<file path="src/rtl/led_flash_driver_pkg.sv">
// Shared types and helpers for the LED flash driver.
//   flash_state_t : per-channel flash FSM state
//   ms_to_cycles  : converts a duration in ms to clock cycles
package led_flash_driver_pkg;

  typedef enum logic [1:0] {
    IDLE = 2'd0,
    ON   = 2'd1,
    GAP  = 2'd2
  } flash_state_t;

  // Whole-ms cycle count; the kHz rate is truncated first so it matches the board math.
  function automatic int unsigned ms_to_cycles(input int unsigned freq_hz,
                                               input int unsigned ms);
    return (freq_hz / 1000) * ms;
  endfunction

  function automatic int unsigned max_u(input int unsigned a, input int unsigned b);
    return (a > b) ? a : b;
  endfunction

endpackage

</file>
<file path="src/rtl/led_flash_driver_flash_channel.sv">
// One LED channel: flash FSM, shared on/gap down-counter and a depth-1 pending flag.
// Ports:
//   clock  - system clock (rising edge)
//   reset  - asynchronous active-high reset
//   trig_i - one-cycle event pulse
//   hold_i - level; forces the LED on while high
//   led_o  - registered LED drive
module flash_channel
  import led_flash_driver_pkg::*;
#(
  parameter int unsigned ON_CYCLES  = 4,
  parameter int unsigned GAP_CYCLES = 2
) (
  input  logic clock,
  input  logic reset,
  input  logic trig_i,
  input  logic hold_i,
  output logic led_o
);

  localparam int unsigned CNT_W = $clog2(max_u(ON_CYCLES, GAP_CYCLES)) + 1;
  localparam logic [CNT_W-1:0] ON_LOAD  = CNT_W'(ON_CYCLES - 1);
  localparam logic [CNT_W-1:0] GAP_LOAD = CNT_W'(GAP_CYCLES - 1);

  flash_state_t     state_q, state_d;
  logic [CNT_W-1:0] cnt_q, cnt_d;
  logic             pend_q, pend_d;
  logic             led_q, led_d;

  // State, counter, pending flag and LED register.
  always_ff @(posedge clock or posedge reset) begin
    if (reset) begin
      state_q <= IDLE;
      cnt_q   <= '0;
      pend_q  <= 1'b0;
      led_q   <= 1'b0;
    end else begin
      state_q <= state_d;
      cnt_q   <= cnt_d;
      pend_q  <= pend_d;
      led_q   <= led_d;
    end
  end

  // Next-state, counter and pending logic.
  always_comb begin
    state_d = state_q;
    cnt_d   = cnt_q;
    pend_d  = pend_q;

    unique case (state_q)
      IDLE: begin
        if (trig_i) begin
          state_d = ON;
          cnt_d   = ON_LOAD;
        end
      end
      ON: begin
        // A trig on the last on-cycle only queues the next flash.
        if (trig_i) pend_d = 1'b1;
        if (cnt_q == '0) begin
          state_d = GAP;
          cnt_d   = GAP_LOAD;
        end else begin
          cnt_d = cnt_q - CNT_W'(1);
        end
      end
      GAP: begin
        if (cnt_q == '0) begin
          // Terminal gap cycle: a queued or same-cycle trig restarts with no extra gap.
          if (pend_q || trig_i) begin
            state_d = ON;
            cnt_d   = ON_LOAD;
            pend_d  = 1'b0;
          end else begin
            state_d = IDLE;
          end
        end else begin
          cnt_d = cnt_q - CNT_W'(1);
          if (trig_i) pend_d = 1'b1;
        end
      end
      default: begin
        state_d = IDLE;
        cnt_d   = '0;
        pend_d  = 1'b0;
      end
    endcase

    // hold only overrides the LED; the FSM keeps running underneath.
    led_d = (state_d == ON) | hold_i;
  end

  assign led_o = led_q;

endmodule

</file>
<file path="src/rtl/led_flash_driver.sv">
// Turns per-channel event pulses and hold levels into visible LED flashes with a
// guaranteed minimum on-time and dark gap.
// Ports:
//   clock - system clock (rising edge)
//   reset - asynchronous active-high reset
//   trig  - one-cycle event pulses, one bit per channel
//   hold  - per-channel level forcing the LED on
//   led   - registered LED drive, one bit per channel
module led_flash_driver
  import led_flash_driver_pkg::*;
#(
  parameter int unsigned CHANNELS   = 8,
  parameter int unsigned CLOCK_FREQ = 50_000_000,
  parameter int unsigned ON_MS      = 50,
  parameter int unsigned GAP_MS     = 20
) (
  input  logic                clock,
  input  logic                reset,
  input  logic [CHANNELS-1:0] trig,
  input  logic [CHANNELS-1:0] hold,
  output logic [CHANNELS-1:0] led
);

  localparam int unsigned ON_CYCLES  = ms_to_cycles(CLOCK_FREQ, ON_MS);
  localparam int unsigned GAP_CYCLES = ms_to_cycles(CLOCK_FREQ, GAP_MS);

  // Zero-length flashes or gaps would break the counter load values.
  if (ON_CYCLES < 1 || GAP_CYCLES < 1) begin : g_bad_cfg
    $error("led_flash_driver: ON_CYCLES and GAP_CYCLES must both be >= 1");
  end

  // Fully independent channels.
  for (genvar i = 0; i < int'(CHANNELS); i++) begin : g_ch
    flash_channel #(
      .ON_CYCLES  (ON_CYCLES),
      .GAP_CYCLES (GAP_CYCLES)
    ) u_ch (
      .clock  (clock),
      .reset  (reset),
      .trig_i (trig[i]),
      .hold_i (hold[i]),
      .led_o  (led[i])
    );
  end

endmodule
</file>
<file path="config.mk">
export PLATFORM = sky130hd
export DESIGN_NAME = led_flash_driver
export DESIGN_NICKNAME = d
export VERILOG_FILES = /design/src/rtl/led_flash_driver_pkg.sv /design/src/rtl/led_flash_driver_flash_channel.sv /design/src/rtl/led_flash_driver.sv
export SDC_FILE = /design/constraint.sdc
export NUM_CORES = 1
export LEC_CHECK = 0
export CAP_MARGIN = 5
export CORE_ASPECT_RATIO = 0.75
export CORE_MARGIN = 5
export CORE_UTILIZATION = 40
export CTS_BUF_LIST = sky130_fd_sc_hd__clkbuf_4 sky130_fd_sc_hd__clkbuf_8 sky130_fd_sc_hd__clkbuf_16
export CTS_CLUSTER_SIZE = 16
export DETAILED_ROUTE_END_ITERATION = 12
export MAX_ROUTING_LAYER = met4
export PLACE_DENSITY = 0.64
export SYNTH_ARGS = -nofsm -noshare
export SYNTH_HDL_FRONTEND = slang
export SYNTH_SLANG_ARGS = --single-unit
</file>
<file path="constraint.sdc">
create_clock -name clock -period 9.35 [get_ports clock]
set_clock_uncertainty 0.2 [all_clocks]
set_input_delay 1.87 -clock clock [delete_from_list [all_inputs] [get_ports clock]]
set_output_delay 1.87 -clock clock [all_outputs]
set_load 0.02 [all_outputs]
</file>
==> key figures <==
Status
  • Status: finished, final reports clean

Routing
  • DRC Markers: 0
  • Via/cell ratio: 5.883
  • Number of DRC markers in iteration 0: 1255
  • Antenna-violating nets left: 0
  • Detailed-route wire length per cell: 16.13 µm
  • Drt first pass iters: 5
  • WL final: 34660 µm
  • DR vias: ~13000

Cells and area
  • Filler cells: roughly 3400
  • Layout cells sized above 1: 5.736%
  • Ant. Diodes: 0
  • Final nets: 1737
  • Area taken by multi-input logic gates: between 7000 and 8000 µm²
  • Synth-to-Final Area Change: 10.67%
  • Final Cell Area: 15490 µm²
  • Seq. cell area: around 5400 µm²
  • Non-Filler Instances: around 2100

Clock tree
  • H-tree Lvls: 1
  • Clk sinks: around 220
  • Inserted Clock Buffers: 25
  • CTS tree: done
  • CTS Hold Bufs: 0
  • Setup Buffers After CTS: 0
  • Resized cells post-CTS: 0
  • Worst-Skew Late Latency: 550 ps
  • Root Buffer: clkbuf_16
  • Worst-path clk slew: 60 ps
  • Max clock buf depth: 3

Power and ir drop
  • Worst vdd ir: 0.0001336 V
  • Leak: roughly 6.3 nW
  • Tot Pwr: ~3.7 mW
  • Power Dens Cells: 237.8 nW/µm²

Global route
  • Initial antenna violation count: 0
  • GRT Total Usage: between 10% and 20%
  • Number of global-route vias before repair: 11880
  • First-pass GRT wire length: ~59000 µm
  • Pin count of the biggest net entering global routing: 107
  • Congestion Overflow GR: 0

Worst setup path
  • Element type at the critical path start: input port
  • CP Data Arrival Time: between 4000 and 5000 ps
  • Reg2reg path depth: 6
  • Critical path capture point type: flop
  • Peak fanout along the critical path: 12
  • Critical path type: in2reg
  • CP required: 9540 ps
  • Reg2reg setup slack: 5870 ps

Timing
  • Hold Fails Final Rpt: 0
  • RSZ-0062 raised after global routing: false
  • Final setup viols: 0
  • Setup TNS Final: 0 ps
  • FMAX: 238.7 MHz
  • Final Max Slew Viols: 0
  • Slew margin rel.: 18.84%
  • Min Clock Period, post-route: 4190 ps
  • Crit share post-route: 44.81%
  • Least-Margin Pin Slew: 1204 ps

Floorplan
  • Die Y: roughly 170 µm
  • Num rows: 59
  • Die Width: 226.0 µm
  • Die footprint: 38870 µm²
  • Starting Density: 40.42%
  • I/O pins: 26
  • Core area: approximately 35000 µm²

Worst hold path
  • Hold path depth: 1
  • Hold Crit Class: reg2reg

Placed design
  • Dpl cell area: between 10000 and 15000 µm²
  • Hpwl dp: 23830 µm
  • RePlAce Congestion: 0.8944
  • Buffers on Ports: 25
  • Dpl cells: 2102

Logic synthesis
  • Post-Syn Area per Cell: 8.291 µm²
  • Library cells used by synthesis: 84
  • Ys Warns: 0
  • Cells after synthesis: 1688
  • Cell area after synthesis: 14000 µm²
  • Post-synthesis sequential area ratio: 38.62%
  • Ys async rst share: 100.0%
  • Yosys reg bits: about 220
  • Dominant synthesized flop cell: dfrtp_1
  • EDFF count, synth: 0
  • Mapped Nets: 1753

Run
  • Max-cap violations: 0
[layer usage]
| layer | global-route usage (%) | share of wire (%) |
|---|---|---|
| met1 | 27.97 | 51 |
| met2 | 25.72 | 42 |
| met3 | 2.597 | 5.8 |
| met4 | 3.498 | 1.6 |
| met5 | - | 0 |
[through the flow]
stage | util, % | hold slack (ps) | setup slack, ps
floorplan | - | 241.4 | 1372
global placement | 42.04 | 275.9 | 4751
detailed placement | 42.04 | 272.7 | 4671
CTS | 44.74 | 291.0 | 5281
global route | 44.74 | 305.2 | 4994
finish | 44.74 | 289.7 | 5160
[registers in the layout, summed over array words and instances (netlist names)]
name,count
g_ch.u_ch.cnt_q,184
g_ch.u_ch.state_q,16
g_ch.u_ch.pend_q,8
g_ch.u_ch.led_o,8
[synthesized netlist by cell type, drive strengths merged (8+ instances only)]
library cell,count,area [µm²]
a221o,16,160.2
xnor2,51,446.7
nor2,200,753.2
dfrtp,216,5405
o41ai,8,70.07
or2,18,112.6
nor3,86,435.4
a21oi,112,564.3
nand2b,15,93.84
nor3b,13,97.59
nor4,57,362.8
a31oi,45,281.5
nand4,18,112.6
nand3b,10,75.07
o31ai,27,202.7
o211ai,8,60.06
ha,47,588.1
or3,38,247.7
and2,13,81.33
buf,25,165.2
or4,25,193.9
nand2,144,540.5
a21o,32,240.2
o21bai,10,75.07
clkbuf,54,202.7
nor2b,14,87.58
inv,64,240.2
o22ai,19,118.9
nand3,45,225.2
o21ai,137,689.4
[layout make-up]
class / instances / area share, %
Multi-Input combinational cell: 1329 / 51.64
Sequential cell: 216 / 34.90
Clock buffer: 37 / 4.903
Tap cell: 457 / 3.692
Timing Repair Buffer: 36 / 2.149
Inverter: 64 / 1.599
Clock inverter: 9 / 1.123
[critical path, cell delays in order]
cell	delay [ps]
clkdlybuf4s50_1	490
nor2_1	250
nand2_1	170
o41ai_2	1100
and4b_1	300
xnor2_1	130
nor2_1	50
[cells in the final DEF (no fill, tap or decap), types with 15 or more instances in the layout]
cell type,instances
or3_1,36
a221o_1,16
clkbuf_16,25
o31ai_1,27
dfrtp_1,216
a21oi_1,111
nand2_1,144
o21ai_0,135
ha_1,47
nand2b_1,15
a21o_1,32
nand3_1,45
clkdlybuf4s50_1,25
a31oi_1,45
nor3_1,85
nand4_1,18
inv_1,63
nor4_1,56
or4_1,22
xnor2_1,51
o22ai_1,19
or2_2,15
nor2_1,199
[worst paths after layout]
kind,to,startpoint
max,g_ch[7].u_ch.cnt_q[20],trig[7]
min in group asynchronous,g_ch[7].u_ch.pend_q,reset
max in group asynchronous,g_ch[3].u_ch.state_q[1],reset
min reg2reg,g_ch[0].u_ch.cnt_q[19],g_ch[0].u_ch.cnt_q[19]
max reg2reg,g_ch[3].u_ch.cnt_q[19],g_ch[3].u_ch.cnt_q[6]
min,g_ch[0].u_ch.cnt_q[19],g_ch[0].u_ch.cnt_q[19]
[report_power, final]
part	internal (mW)	switching, mW	leakage [nW]
logic	0.487	0.734	3.20
clock network	0.699	0.409	0.468
registers	1.12	0.229	2.65
total	2.31	1.37	6.32
[logic make-up after synthesis]
group,share of synthesized area [%]
buf+inv,4.345
flops,38.62
mux,0.2235
xor+xnor,3.630
simple gates,25.87
compound gates,23.11
fa+ha+maj,4.202
Power figures use the tool's default switching activity.
